## config.mk

```make
export PLATFORM = sky130hd
export DESIGN_NAME = mem_port_arbiter
export DESIGN_NICKNAME = d
export VERILOG_FILES = /design/src/rtl/mem_port_arbiter.sv
export SDC_FILE = /design/constraint.sdc
export NUM_CORES = 1
export LEC_CHECK = 0
export ABC_AREA = 1
export BUFFER_PORTS_ARGS = -buffer_cell sky130_fd_sc_hd__buf_2
export CAP_MARGIN = 0
export CORE_ASPECT_RATIO = 1.4
export CORE_MARGIN = 2
export CORE_UTILIZATION = 48
export CTS_BUF_LIST = sky130_fd_sc_hd__clkbuf_16
export CTS_CLUSTER_DIAMETER = 30
export DETAILED_ROUTE_END_ITERATION = 12
export PLACE_DENSITY = 0.81
export SLEW_MARGIN = 20
export SYNTH_ARGS = -nofsm -noshare
export SYNTH_HDL_FRONTEND = slang
export SYNTH_SLANG_ARGS = --single-unit
```

## constraint.sdc

```tcl
create_clock -name clk_100 -period 2.3 [get_ports clk_100]
set_clock_uncertainty 0.05 [all_clocks]
set_input_delay 0.345 -clock clk_100 [delete_from_list [all_inputs] [get_ports clk_100]]
set_output_delay 0.345 -clock clk_100 [all_outputs]
set_load 0.05 [all_outputs]
```

## src/rtl/mem_port_arbiter.sv

```systemverilog
// Two-client arbiter for the single main-memory port: port 0 = instruction cache,
// port 1 = data cache. Reads refill a 4-word line, writes are single-word write-through.
module mem_port_arbiter #(
    parameter int ADDR_W     = 16,
    parameter int DATA_W     = 16,
    parameter int MEM_LAT    = 4,
    parameter int LINE_WORDS = 4
) (
    input  logic              clk_100,
    input  logic              rst,

    input  logic              req0,
    input  logic              we0,
    input  logic [ADDR_W-1:0] addr0,
    input  logic [DATA_W-1:0] wdata0,
    output logic              gnt0,
    output logic              rvalid0,
    output logic              done0,

    input  logic              req1,
    input  logic              we1,
    input  logic [ADDR_W-1:0] addr1,
    input  logic [DATA_W-1:0] wdata1,
    output logic              gnt1,
    output logic              rvalid1,
    output logic              done1,

    output logic [DATA_W-1:0] rdata,
    output logic [1:0]        rword,

    output logic [ADDR_W-1:0] mem_addr,
    output logic [DATA_W-1:0] mem_wdata,
    output logic              mem_we,
    input  logic [DATA_W-1:0] mem_rdata,

    output logic [1:0]        state_dbg
);

    // Handshake: a client raises req with we/addr/wdata stable and holds them until
    // its one-cycle done pulse; fields are latched on the grant edge, so later input
    // changes (including dropping req) do not affect the transaction in flight.

    localparam int LAT_W = (MEM_LAT > 1) ? $clog2(MEM_LAT) : 1;
    localparam logic [LAT_W-1:0] LAT_LAST  = LAT_W'(MEM_LAT - 1);
    localparam logic [1:0]       LAST_WORD = 2'(LINE_WORDS - 1);

    typedef enum logic [1:0] {
        IDLE   = 2'd0,
        ACCESS = 2'd1,
        DONE   = 2'd2
    } state_t;

    state_t             state;
    state_t             state_nxt;

    logic               owner;
    logic               last_owner;
    logic               we_q;
    logic [ADDR_W-1:0]  base_q;
    logic [DATA_W-1:0]  wdata_q;
    logic [1:0]         word;
    logic [LAT_W-1:0]   lat;
    logic               gnt_q;
    logic               rvalid_q;
    logic [DATA_W-1:0]  rdata_q;
    logic [1:0]         rword_q;

    logic               req_any;
    logic               sel;
    logic               lat_last;

    assign req_any  = req0 | req1;
    assign lat_last = (lat == LAT_LAST);

    // Single requester wins outright; on a conflict the port that did not own last wins.
    always_comb begin
        sel = 1'b0;
        if (req0 && req1) begin
            sel = ~last_owner;
        end else if (req1) begin
            sel = 1'b1;
        end
    end

    always_comb begin
        state_nxt = state;
        case (state)
            IDLE: begin
                if (req_any) begin
                    state_nxt = ACCESS;
                end
            end
            ACCESS: begin
                if (lat_last && (we_q || (word == LAST_WORD))) begin
                    state_nxt = DONE;
                end
            end
            DONE: begin
                state_nxt = IDLE;
            end
            default: begin
                state_nxt = IDLE;
            end
        endcase
    end

    always_ff @(posedge clk_100 or posedge rst) begin
        if (rst) begin
            state      <= IDLE;
            owner      <= 1'b0;
            last_owner <= 1'b1;
            we_q       <= 1'b0;
            base_q     <= '0;
            wdata_q    <= '0;
            word       <= '0;
            lat        <= '0;
            gnt_q      <= 1'b0;
            rvalid_q   <= 1'b0;
            rdata_q    <= '0;
            rword_q    <= '0;
        end else begin
            state    <= state_nxt;
            rvalid_q <= 1'b0;
            case (state)
                IDLE: begin
                    if (req_any) begin
                        owner      <= sel;
                        last_owner <= sel;
                        we_q       <= sel ? we1 : we0;
                        base_q     <= sel ? addr1 : addr0;
                        wdata_q    <= sel ? wdata1 : wdata0;
                        word       <= '0;
                        lat        <= '0;
                        gnt_q      <= 1'b1;
                    end
                end
                ACCESS: begin
                    if (lat_last) begin
                        lat <= '0;
                        if (!we_q) begin
                            rdata_q  <= mem_rdata;
                            rword_q  <= word;
                            rvalid_q <= 1'b1;
                            word     <= word + 2'd1;
                        end
                    end else begin
                        lat <= lat + LAT_W'(1);
                    end
                end
                DONE: begin
                    gnt_q <= 1'b0;
                end
                default: begin
                    gnt_q <= 1'b0;
                end
            endcase
        end
    end

    // Memory-side drive is purely a function of state so reset silences it at once.
    always_comb begin
        mem_addr  = '0;
        mem_wdata = '0;
        mem_we    = 1'b0;
        if (state == ACCESS) begin
            if (we_q) begin
                mem_addr  = base_q;
                mem_wdata = wdata_q;
                mem_we    = 1'b1;
            end else begin
                mem_addr = {base_q[ADDR_W-1:2], word};
            end
        end
    end

    assign gnt0      = gnt_q & ~owner;
    assign gnt1      = gnt_q & owner;
    assign rvalid0   = rvalid_q & ~owner;
    assign rvalid1   = rvalid_q & owner;
    assign done0     = (state == DONE) & ~owner;
    assign done1     = (state == DONE) & owner;
    assign rdata     = rdata_q;
    assign rword     = rword_q;
    assign state_dbg = state;

endmodule

```

==> reports/metrics.cfg, run 1 <==
[yosys]
synth_flop_cell=dfrtp_1
synth_top_cell_by_area=dfrtp_1
syn-num-nets=584
synth_top_cell_area_share_pct=44.8
synth_common_cells=189 x nand2_1, 94 x inv_1, 71 x nand3_1, 60 x dfrtp_1, 38 x nor2_1
yosys.area_share.simple_pct=37.5
synth_edf_count=0
yosysSeqAreaShare_pct=45.6
syn_area_um2=3350
synth_cell_types=20
yosys.cell_count.top_type=nand2_1
synth_xor_area_share_pct=0
async_reset_ff_share_pct=100
synthAdderAreaFrac_pct=0.747
synth-compound-area-share_pct=1.16
yosys_warnings=0
synth-seq-cells=61
synth_cells=496
synth.area.top_cells=dfrtp_1 45%, nand2_1 21%, nand3_1 11%
synth_mux_area_share_pct=0
avgSynthCellArea_um2=6.76
synth_top_family_by_area=simple AND/OR/NAND/NOR gates

[setup_path]
critPathKind=register to primary output
arrival_ps=1680
crit_path_start_kind=register
crit_fanout=35
cp-end-kind=primary output
r2r_slack_ps=620
required_ps=1900

[routing]
drtPass1Iterations=4
wl_mm=8.32
wl_per_cell_um=11.4
drt-initial-drc-count=156
num_vias=3442
detail_route.vias_per_cell=4.70
final_antenna_net_count=0
drc_errors=0

[power_and_ir_drop]
power.share.clock_pct=16.3
swShare_pct=53.4
internal-power_w=0.00322
powerDensity_nw_per_um2=1580
switching_power_w=0.00369
vdd_drop_max_mv=0.669
p_leak_nw=2.80
p_seq_share_pct=27.9
pwr-share-comb_pct=55.9

[timing]
layout_setup_ws_ps=226
tightest_slew_ps=722
slew_headroom_pct=51.8
fmax_mhz=482
min_period_ps=2070
finalSetupViolCount=0
hold_viol=0
rsz0062_at_grt=no
timing.setup.tns_ps=0
fin_crit_sh_pct=90.2
slew_viol_final=0

[floorplanning]
core-area_um2=6850
die_h_um=103
rows=36
start_util_pct=48.9
ioPinCount=145
dieArea_um2=7670
die_w_um=74.6

[layout]
layout-drive-gt1-share_pct=27.0
syn_to_final_growth_pct=30.6
postLayoutCoreUtil_pct=63.9
layoutNonFillerInstCount=732
antenna_cells=0
nets=721

[global_routing]
grt_pass1_wl_mm=13.6
antenna_found_initial=0
grt_overflow=0
grt_max_degree=37
grt_pass1_vias=3167
grt_usage_pct=23.0

[cts]
clk_latency_ps=320
cts_tree=yes
h-tree-depth=3
cts_buffers=9
clk_path_buf_depth=2
clk_pin_slew_ps=50
clockRootBuffer=clkbuf_16
cts.sinks=61

[place]
pre_cts_ws_ps=470
dp.cells=717
io_buffers=144
dp_hpwl_mm=6.05
place_congestion=0.795

[status]
outcome=completed

[worst_hold_path]
hold_path_class=input pin to async pin

[flow_run]
cap_violations=0

-- kinds of logic after synthesis --
kind of cell / Yosys count
AND/OR/NAND/NOR: 304
buffers and inverters: 122
flip-flops: 61
AO/OA/AOI/OAI: 7
adder cells (fa/ha/maj): 2
-- critical path, cell delays in order, from the launching register on --
cell	delay, ps
dfrtp_1	450
nor2_4	250
inv_4	200
nor2_1	160
buf_2	280
-- power groups by stage --
stage / clock [W] / sequential, W / combinational [W]
finish: 0.00112 / 0.00193 / 0.00386
global route: 0.00119 / 0.00199 / 0.00423
CTS: 0.00114 / 0.00193 / 0.00389
detailed placement: 0 / 0.00193 / 0.00388
global placement: 0 / 0.00190 / 0.00380
floorplan: 0 / 0.00242 / 0.00248
-- cells in the final DEF, fill, tap and decap left out, types with 2 or more instances in the layout --
master and count:
clkinv_2 2, clkbuf_16 9, buf_4 6, nor2_1 38
nor3_1 2, nand3_1 71, nor2_4 2, o21ai_0 4
inv_2 2, buf_2 144, a21oi_1 2, ha_1 2
nand2_1 189, dfrtp_1 60, inv_1 96
-- flip-flops by register name (all words and copies together), names as in the netlist --
name	cells
base_q	16
gnt_q	1
last_owner	1
lat	2
owner	1
rdata	16
rvalid_q	1
rword	2
state_dbg	2
wdata_q	16
we_q	1
word	2
-- layout make-up --
type / count / area (µm²)
Clock inverter: 6 / 25.0
Sequential cell: 61 / 1530
Fill cell: 645 / 2470
Tap cell: 95 / 119
Timing Repair Buffer: 151 / 786
Clock buffer: 9 / 225
Multi-Input combinational cell: 313 / 1320
Inverter: 97 / 372
-- per-layer routing --
layer / GRT usage [%] / wire length [µm]
met5: 0 / 0
met2: 41.2 / 4380
met3: 3.81 / 435
met1: 26.2 / 3280
met4: 11.0 / 229
-- stage by stage --
stage | cell area, µm² | hold slack (ps) | total power, W
6_report | 4380 | 48.5 | 0.00691
5_1_grt | 4380 | 95.5 | 0.00741
3_5_place_dp | 4120 | 404 | 0.00581
4_1_cts | 4370 | 68.6 | 0.00696
3_3_place_gp | 4120 | 397 | 0.00570
2_1_floorplan | 3350 | 394 | 0.00490
-- timing repair --
| action | in CTS | in global routing |
|---|---|---|
| resized for setup | 0 | 2 |
| hold buffers | 0 | 0 |
| endpoints found under the setup margin | 0 | 1 |
| setup buffers | 0 | 0 |
-- worst paths after layout --
path | start | end | cells past startpoint
min in group clk_100 | mem_rdata[1] | rdata[1] | 3
max reg2reg | state_dbg[1] | base_q[0] | 5
min | rst | base_q[11] | 2
max | state_dbg[1] | mem_wdata[14] | 4
min reg2reg | last_owner | last_owner | 2
max in group asynchronous | rst | base_q[2] | 3
No activity file was read; power rests on OpenSTA's default activity.
==> run 2: changes to the inputs <==
--- a/config.mk
+++ b/config.mk
@@ -5,12 +5,11 @@
 export SDC_FILE = /design/constraint.sdc
 export NUM_CORES = 1
 export LEC_CHECK = 0
-export ABC_AREA = 1
 export BUFFER_PORTS_ARGS = -buffer_cell sky130_fd_sc_hd__buf_2
 export CAP_MARGIN = 0
 export CORE_ASPECT_RATIO = 1.4
 export CORE_MARGIN = 2
-export CORE_UTILIZATION = 48
+export CORE_UTILIZATION = 47
 export CTS_BUF_LIST = sky130_fd_sc_hd__clkbuf_16
 export CTS_CLUSTER_DIAMETER = 30
 export DETAILED_ROUTE_END_ITERATION = 12
==> run 2 against run 1 <==
Non-clock buffer count increased by 3. Wire length fell by 20%. Critical path depth stayed put. Sequential share of layout area grew 1.7 points. Final cell count shrank 37%. Sequential power about the same. Cell area decreased by 4.5%. Clock-buffer cell count is the same. Die area down 5.2%. Global-route usage fell by 4.0 points. Critical path type unchanged. Largest cell class unchanged.
==> reports/metrics.cfg, run 2 <==
[setup_path]
arrival_ps=1640
crit_path_start_kind=register
path_buf_inv=2
cp-end-kind=primary output
slowest_delay_ps=490
slowest_stage=dfrtp_1
required_ps=1900
rr_worst_depth=4
crit_start=state_dbg[1]
worstReg2RegEnd=base_q[15]
critPathKind=register to primary output
path_cells=nor2b_2 -> buf_4 -> and3_1 -> buf_2
crit_fanout=21
r2r_slack_ps=470
r2r_start=last_owner
path_delay_family=flip-flops

[cts]
cts_buffers=9
h-tree-depth=3
clk_latency_ps=310
clk_path_buf_depth=2
clockRootBuffer=clkbuf_16
cts_tree=yes
clk_pin_slew_ps=50
cts.sinks=61

[timing]
rsz0062_at_grt=no
min_period_ps=2040
finalSetupViolCount=0
fin_crit_sh_pct=88.5
tightest_slew_ps=725
fmax_mhz=491
whs_ps=210
slew_headroom_pct=51.5
slew_viol_final=0
hold_viol=0
timing.setup.tns_ps=0
layout_setup_ws_ps=264

[global_routing]
grt_pass1_wl_mm=10.7
grt_usage_pct=19.0
busiest_layer=met2
use_met3_pct=4.92
grt_pass1_vias=2352
grt_max_degree=27
use_met2_pct=33.6
antenna_found_initial=0
grt_use_met1_pct=22.3
grt_overflow=0

[floorplanning]
die_h_um=100
core-area_um2=6480
start_util_pct=47.9
rows=35
dieArea_um2=7270
die_w_um=72.7
ioPinCount=145

[routing]
detail_route.vias_per_cell=5.12
num_vias=2355
final_antenna_net_count=0
drtPass1Iterations=4
wl_mm=6.66
drc_errors=0
drt-initial-drc-count=59
wl_per_cell_um=14.5

[place]
io_buffers=144
postPlaceCellArea_um2=3920
pre_cts_ws_ps=431
place_congestion=0.732
dp_hpwl_mm=5.00

[yosys]
yosys.cell_count.top_type=dfrtp_1
yosysSeqAreaShare_pct=49.3
async_reset_ff_share_pct=100
avgSynthCellArea_um2=13.3
synth_top_cell_by_area=dfrtp_1
syn-num-nets=322
synth_edf_count=0
synth_flop_cell=dfrtp_1
synth_common_cells=60 x dfrtp_1, 54 x mux2_2, 20 x mux2_4, 18 x and2_1, 16 x and3_1
syn_area_um2=3100
synth_cell_types=31
synth.area.top_cells=dfrtp_1 48%, mux2_2 20%, mux2_4 9.7%
synth-seq-cells=61
synth_top_cell_area_share_pct=48.4
synth_cells=234
yosys_warnings=0

[power_and_ir_drop]
p_seq_share_pct=27.0
pwr-share-comb_pct=57.2
power.share.clock_pct=15.8
powerDensity_nw_per_um2=1680
internal-power_w=0.00364
p_leak_nw=2.22
vdd_drop_max_mv=0.993
switching_power_w=0.00337
swShare_pct=48.1

[layout]
postLayoutCoreUtil_pct=64.5
antenna_cells=0
nets=470
syn_to_final_growth_pct=34.7
layout-drive-gt1-share_pct=64.0
final_cell_mix=144 x buf_2, 59 x dfrtp_1, 54 x mux2_2, 20 x mux2_4, 18 x and2_1
final_common_cell=buf_2
final_area_um2=4180

[status]
outcome=completed

[worst_hold_path]
min_from=mem_rdata[3]
min_path_cells=2
hold_path_class=input pin to register
whs_endpoint=rdata[3]

[flow_run]
cap_violations=0

[run 2: power groups by stage]
stage          Combinational, W  Clock [W]  Sequential [W]
2_1_floorplan           0.00262          0         0.00243
3_3_place_gp            0.00395          0         0.00189
3_5_place_dp            0.00404          0         0.00192
4_1_cts                 0.00406    0.00115         0.00190
5_1_grt                 0.00426    0.00119         0.00198
6_report                0.00402    0.00111         0.00190
[run 2: area by class of cell]
class	instances	area, µm²
clock buffers	9	225
multi-input cells	153	1480
flip-flops and latches	61	1530
clock inverters	6	23.8
inverters	3	11.3
well taps	74	92.6
fillers	533	2300
repair buffers	154	818
[run 2: kinds of logic (layout without fill, tap and decap cells)]
family	count (synthesis)	in the layout	synth area share, %
mux	85	85	33.2
fa+ha+maj	2	2	0.807
simple gates	54	54	10.3
buf+inv	20	172	3.71
compound gates	12	12	2.70
flops	61	61	49.3
[run 2: metrics by stage]
| stage | std cells | total power (W) |
|---|---|---|
| 6_report | 460 | 0.00702 |
| 5_1_grt | 460 | 0.00742 |
| 4_1_cts | 460 | 0.00711 |
| 3_5_place_dp | 444 | 0.00596 |
| 3_3_place_gp | 443 | 0.00583 |
| 2_1_floorplan | 234 | 0.00505 |
[run 2: worst reg2reg max path, cell delays in order (launching register included)]
cell,delay [ps]
dfstp_2,540
a21bo_2,140
buf_4,340
mux2_1,400
mux2_2,260
[run 2: what timing repair did]
action,4_1_cts,5_1_grt
hold buffers,1,0
resized for setup,0,1
hold endpoints to repair,18,0
endpoints found under the setup margin,0,1
buffers inserted,0,0
[run 2: routing by layer]
layer / vias up / share of wire (%)
li1: 1122 / -
met4: 0 / 0.63
met2: 83 / 52
met5: - / 0
met3: 4 / 6.4
met1: 1146 / 41
[run 2: worst max path at each step]
| stage | to | slack, ps | cells past startpoint |
|---|---|---|---|
| floorplan | mem_wdata[0] | 80 | 4 |
| global placement | base_q[15] | 300 | 3 |
| detailed placement | wdata_q[7] | 430 | 4 |
| CTS | mem_wdata[0] | 130 | 4 |
| global route | mem_wdata[1] | 130 | 4 |
| finish | mem_wdata[0] | 260 | 4 |
